### src/rtl/fetch_ctrl.sv
// Fetch controller: PC load, imem read requests and a tagged instruction FIFO.
// Optional: FETCH_MISALIGN_CHECK_EN adds misalign_err and a HALT state.
module fetch_ctrl #(
    parameter int FIFO_DEPTH = 2
) (
    input  logic        clk,
    input  logic        reset,
    input  logic [31:0] pc_in,
    output logic        pc_en,
    output logic [31:0] pc_next,
    output logic        imem_req,
    output logic [31:0] imem_addr,
    input  logic        imem_ack,
    input  logic [31:0] imem_rdata,
    input  logic        redirect_valid,
    input  logic [31:0] redirect_target,
`ifdef FETCH_MISALIGN_CHECK_EN
    output logic        misalign_err,
`endif
    output logic        inst_valid,
    input  logic        inst_ready,
    output logic [31:0] inst_data,
    output logic [31:0] inst_pc
);

    localparam int AW = (FIFO_DEPTH > 2) ? $clog2(FIFO_DEPTH) : 1;
    localparam int CW = AW + 1;
    localparam logic [CW-1:0] DEPTH = CW'(FIFO_DEPTH);

`ifdef FETCH_MISALIGN_CHECK_EN
    typedef enum logic [1:0] {IDLE, BUSY, DROP, HALT} state_t;
`else
    typedef enum logic [1:0] {IDLE, BUSY, DROP} state_t;
`endif

    state_t        state;
    logic [31:0]   req_addr;
    logic [31:0]   fifo_pc   [FIFO_DEPTH];
    logic [31:0]   fifo_data [FIFO_DEPTH];
    logic [AW-1:0] rd_ptr;
    logic [AW-1:0] wr_ptr;
    logic [CW-1:0] count;
    logic [CW-1:0] count_after;
    logic          ack_hit;
    logic          push;
    logic          pop;

    assign ack_hit     = (state == BUSY) & imem_ack;
    assign push        = ack_hit & ~redirect_valid;
    assign pop         = inst_valid & inst_ready;
    assign count_after = count + CW'(push) - CW'(pop);

    assign pc_en     = ~reset & (redirect_valid | ack_hit);
    assign pc_next   = redirect_valid ? redirect_target : req_addr + 32'd4;
    assign imem_addr = {req_addr[31:2], 2'b00};

    assign inst_valid = (count != '0);
    assign inst_data  = fifo_data[rd_ptr];
    assign inst_pc    = fifo_pc[rd_ptr];

`ifdef FETCH_MISALIGN_CHECK_EN
    logic redir_bad;
    assign redir_bad = redirect_valid & (|redirect_target[1:0]);
`endif

    always_ff @(posedge clk or posedge reset) begin
        if (reset) begin
            state    <= IDLE;
            imem_req <= 1'b0;
            req_addr <= '0;
`ifdef FETCH_MISALIGN_CHECK_EN
            misalign_err <= 1'b0;
`endif
        end else begin
`ifdef FETCH_MISALIGN_CHECK_EN
            // A misaligned redirect halts fetch; any pending read still drains.
            if (redir_bad) begin
                misalign_err <= 1'b1;
                state        <= HALT;
                if (imem_ack)
                    imem_req <= 1'b0;
            end else
`endif
            unique case (state)
                IDLE: begin
                    if (!redirect_valid && count < DEPTH) begin
                        req_addr <= pc_in;
                        imem_req <= 1'b1;
                        state    <= BUSY;
                    end
                end
                BUSY: begin
                    if (imem_ack) begin
                        if (!redirect_valid && count_after < DEPTH) begin
                            req_addr <= req_addr + 32'd4;
                        end else begin
                            imem_req <= 1'b0;
                            state    <= IDLE;
                        end
                    end else if (redirect_valid) begin
                        state <= DROP;
                    end
                end
                DROP: begin
                    if (imem_ack) begin
                        imem_req <= 1'b0;
                        state    <= IDLE;
                    end
                end
`ifdef FETCH_MISALIGN_CHECK_EN
                HALT: begin
                    if (imem_ack)
                        imem_req <= 1'b0;
                    if (redirect_valid) begin
                        misalign_err <= 1'b0;
                        state <= (imem_req & ~imem_ack) ? DROP : IDLE;
                    end
                end
`endif
                default: state <= IDLE;
            endcase
        end
    end

    // Redirect flushes the buffer, overriding any push or pop that edge.
    always_ff @(posedge clk or posedge reset) begin
        if (reset) begin
            rd_ptr <= '0;
            wr_ptr <= '0;
            count  <= '0;
            for (int i = 0; i < FIFO_DEPTH; i++) begin
                fifo_pc[i]   <= '0;
                fifo_data[i] <= '0;
            end
        end else if (redirect_valid) begin
            rd_ptr <= '0;
            wr_ptr <= '0;
            count  <= '0;
        end else begin
            if (push) begin
                fifo_pc[wr_ptr]   <= req_addr;
                fifo_data[wr_ptr] <= imem_rdata;
                wr_ptr            <= wr_ptr + AW'(1);
            end
            if (pop)
                rd_ptr <= rd_ptr + AW'(1);
            count <= count_after;
        end
    end

endmodule

### config.mk
export PLATFORM = sky130hd
export DESIGN_NAME = fetch_ctrl
export DESIGN_NICKNAME = d
export VERILOG_FILES = /design/src/rtl/fetch_ctrl.sv
export SDC_FILE = /design/constraint.sdc
export NUM_CORES = 1
export LEC_CHECK = 0
export BUFFER_PORTS_ARGS = -buffer_cell sky130_fd_sc_hd__buf_2
export CAP_MARGIN = 25
export CORE_ASPECT_RATIO = 0.75
export CORE_MARGIN = 4
export CORE_UTILIZATION = 40
export DETAILED_ROUTE_END_ITERATION = 6
export GPL_TIMING_DRIVEN = 0
export HOLD_SLACK_MARGIN = 0.15
export PLACE_DENSITY_LB_ADDON = 0.1
export SYNTH_ARGS = -nofsm -noshare
export SYNTH_HDL_FRONTEND = slang
export SYNTH_SLANG_ARGS = --single-unit
### constraint.sdc
create_clock -name clk -period 15.45 [get_ports clk]
set_input_delay 1.545 -clock clk [delete_from_list [all_inputs] [get_ports clk]]
set_output_delay 1.545 -clock clk [all_outputs]
set_load 0.02 [all_outputs]
; Word-level counts from Yosys, hierarchy flattened
; Cells that the tools add are included.
[totals]
reg_bits = 167
in_bits = 101
out_inout_bits = 131
wordCells = 83
[op_classes]
n_addsub = 5
magnitude_cmp = 5
eq_ne = 9
n_mux = 31
bitwise_logic = 9
n_reduce_logical = 14
[op_table]
columns = cell, n
row1 = $mux W32, 11
row2 = $bwmux W64, 2
row3 = $pmux W32 S2, 1
row4 = $add A32 B3 Y32 const B, 1
row5 = $demux W32 S1, 1
row6 = $mux W2, 6
row7 = $mux W1, 8
row8 = $ne A2 B2 Y1 const B, 4
row9 = $reduce_and A4 Y1, 2
row10 = $reduce_bool A2 Y1, 4
row11 = $ne A3 B3 Y1 const B, 2
row12 = $pmux W2 S3, 1
row13 = $reduce_and A5 Y1, 1
row14 = $and A1 B1 Y1, 4
row15 = $ge A2 B2 Y1 const B, 2
row16 = $lt A2 B2 Y1 const B, 2
row17 = $not A1 Y2, 2
row18 = $logic_and A1 B1 Y1, 3
row19 = $pmux W1 S3, 1
row20 = $reduce_bool A3 Y1, 1
row21 = $add A1 B1 Y1 const B, 2
row22 = $add A2 B1 Y2, 1
row23 = $eq A2 B1 Y1 const B, 1
row24 = $eq A2 B2 Y1 const B, 1
row25 = other kinds (8), 9

; Longest topological paths before layout
[logic_depth]
depth_word = 10
mapped_depth = 13
mapped_depth_nobuf = 12

; Worst setup path before layout
; No wires, ideal clock.
[synth_timing]
path_type = input port to output port
start = in redirect_valid
end = out pc_next[2]
arrival_time_ps = 2441
path_slack_ps = 11464
cell_stages = 3
path_cell_list = clkbuf_1 > buf_1 > o21ai_0
[synth_between]
elab_chain_len = 1
[synth_lines]
columns = item, line
row1 = start: declaration, 15  ; input logic redirect_valid,
row2 = $mux W32, 54  ; assign pc_next = redirect_valid ? redirect_target : req_addr + 32'd4;
row3 = end: declaration, 10  ; output logic [31:0] pc_next,
; Every way passes these cells.

; Worst setup path after layout
[layout_timing]
start = in redirect_valid
end = out pc_next[19]
; The elaborated chain is that of the path after synthesis.

==> metrics.txt <==
status finished clean; area leader, netlist dfrtp_1; utilization after layout 51.1%; IO Pins 232; Worst Clk Skew 0.0112 ns; slowest CP cell clkbuf_1; setup violators final 0; Cell Area, Synth 9140 µm²; DIE AREA 25400 µm²; Yosys warning count 0; R2R Path Start state[1]; core box area 22300 µm²; Global Route Usage Sum 22.4%; slew margin rel. 40.5%; num rows 47; H-tree Lvls 4; dpl hpwl 21.0 mm; largest net degree at the start of global routing 88; Crit path arrival time 3.26 ns; Setup CP Type in2out; GRT overflow 0; Hold Path Stages 2; PostCTS Resize Cnt 0; DIE WIDTH 183 µm; routability cong. 0.890; vias in the first global route 7347; CP startpoint kind primary input; dpl cells 1363; most frequent cells in the layout buf_2 (247), mux2_2 (190), dfrtp_1 (167); FF+latch area 4180 µm²; share of Yosys cell area claimed by the top area cell type 45.7%; Least-Margin Pin Slew 0.893 ns; layout cells sized above 1 47.0%; Worst-path clk slew 0.07 ns; port buffer count 228; #FFs+latches synth 167; worst hold path endpoint fifo_pc[23]; r2r setup slk 11.86 ns; Clock Latency Late Sink 0.43 ns; cts hold-fix bufs 0; Final period util 31.1%; hold_sp fifo_pc[23]; max-slew violations 0; Initial Util 41.0%; mean number of vias per cell 5.27; Die Y 139 µm; syn avg cell area 10.9 µm²; Root Driver clkbuf_16; worst-path cell chain buf_2, clkbuf_1, clkbuf_1, nand2_1, o21ai_0, buf_2; ANT nets after route 0; TNS Setup 0 ns; commonest non-fill, non-tap cell in the layout buf_2; Hold WC Path Type reg2reg; Worst R2R End req_addr[4]; RSZ-0062 raised after global routing false; Peak VDD IR 0.0000932 V; footprint of the multi-input gates 4390 µm²; min Tclk post-route 4.81 ns; pre-CTS WS 10.62 ns; vias 7345; sequential fraction of the synthesis area 45.7%; Setup crit end kind output port; Iter 0 DRT Violations 445; cells on worst reg2reg path 13; Wirelength per Cell 20.3 µm; main area contributors after synthesis dfrtp_1 (46%), mux2_2 (23%), o21ai_0 (3.3%); pwr dens 231 nW/µm²; nets 1196; maxcap violations 0; Post-synth EDFFs 0; cts bufs inserted 17; Async SR Flop Fraction 100%; fill count 2146; Cells after Synth 836; initial antenna violation count 1; Leakage 0.00527 µW; final hold vios 0; Final Non-Filler Cells 1394; Distinct cells, synth 62; diode count 0; Pre-Repair DR Iteration Count 5; first-pass GRT wire length 44.2 mm; clock sinks 167; number of post-CTS setup repair buffers 0; slowest stage delay, CP 0.63 ns; DRC Markers 0; final wirelength 28.3 mm; area grow syn2layout 24.5%; fmax 208 MHz; setup ws final 10.64 ns; CTS max path bufs 2; CTS tree done; ys flop type dfrtp_1; CP max FO 10; Worst Path Required 13.91 ns
[worst max-delay path, delay by kind of cell]
kind / cells / cell delay (ns)
AOI/OAI and AO/OA: 1 / 0.12
buffers and inverters: 4 / 1.46
and+or+nand+nor: 1 / 0.12
[flip-flops by register name, indices dropped and copies added, names as in the netlist]
| signal | cells |
|---|---|
| count | 2 |
| fifo_data | 64 |
| fifo_pc | 64 |
| imem_req | 1 |
| rd_ptr | 1 |
| req_addr | 32 |
| state | 2 |
| wr_ptr | 1 |
[layer usage]
| metal | global-route usage, % | up-vias | wire length (µm) |
|---|---|---|---|
| met4 | 3.79 | 0 | 274 |
| met1 | 34.6 | 3593 | 14200 |
| li1 | - | 3481 | - |
| met3 | 5.43 | 19 | 1770 |
| met5 | 0 | - | 0 |
| met2 | 32.1 | 252 | 12100 |
[how the worst max path moves through the flow]
| stage | start | end | slack [ns] | depth (start not counted) |
|---|---|---|---|---|
| finish | redirect_valid | pc_next[19] | 10.64 | 6 |
| global route | redirect_valid | pc_next[17] | 10.44 | 6 |
| CTS | redirect_valid | pc_next[14] | 10.62 | 7 |
| detailed placement | redirect_valid | pc_next[14] | 10.62 | 7 |
| global placement | reset | fifo_data[11] | 7.11 | 2 |
| floorplan | reset | count[0] | 9.39 | 1 |
[cell usage after synthesis, types with 10 or more instances]
cell / n
nand3_1: 21
dfrtp_1: 167
nand2_1: 71
inv_1: 16
clkbuf_1: 36
nor3_1: 20
nor2_1: 19
buf_2: 19
or3_1: 11
buf_4: 32
xnor2_1: 21
nand4_1: 11
and3_1: 10
a21oi_1: 13
o21ai_0: 61
mux2_2: 190
[per-stage QoR]
stage | hold slack, ns | cell area, µm² | power (µW)
after floorplan | 0.444 | 9150 | 1700
after global placement | 0.465 | 10700 | 2130
after detailed placement | 0.473 | 10700 | 2150
after CTS | 0.488 | 11400 | 2640
after global routing | 0.515 | 11400 | 2800
final | 0.483 | 11400 | 2630
[power by group]
part | switching (µW) | internal [µW] | total (µW)
logic | 800 | 573 | 1370
registers | 130 | 638 | 768
clock network | 194 | 292 | 486
total | 1120 | 1500 | 2630
[final cells by class]
type	count	share of cell area, %
Clock inverter	14	2.02
Timing Repair Buffer	232	10.6
Sequential cell	167	36.7
Tap cell	294	3.23
Buffer	97	4.54
Multi-Input combinational cell	556	38.5
Inverter	17	0.627
Clock buffer	17	3.74
[cells by family after synthesis]
family          count (synthesis)  synth area share (%)
simple gates                  193                  10.9
xor+xnor                       32                  3.38
fa+ha+maj                       7                 0.958
buf+inv                       114                  6.35
other cells                     1                0.0410
mux                           193                  23.7
compound gates                129                  8.90
flops                         167                  45.7
Power figures use the tool's default switching activity.
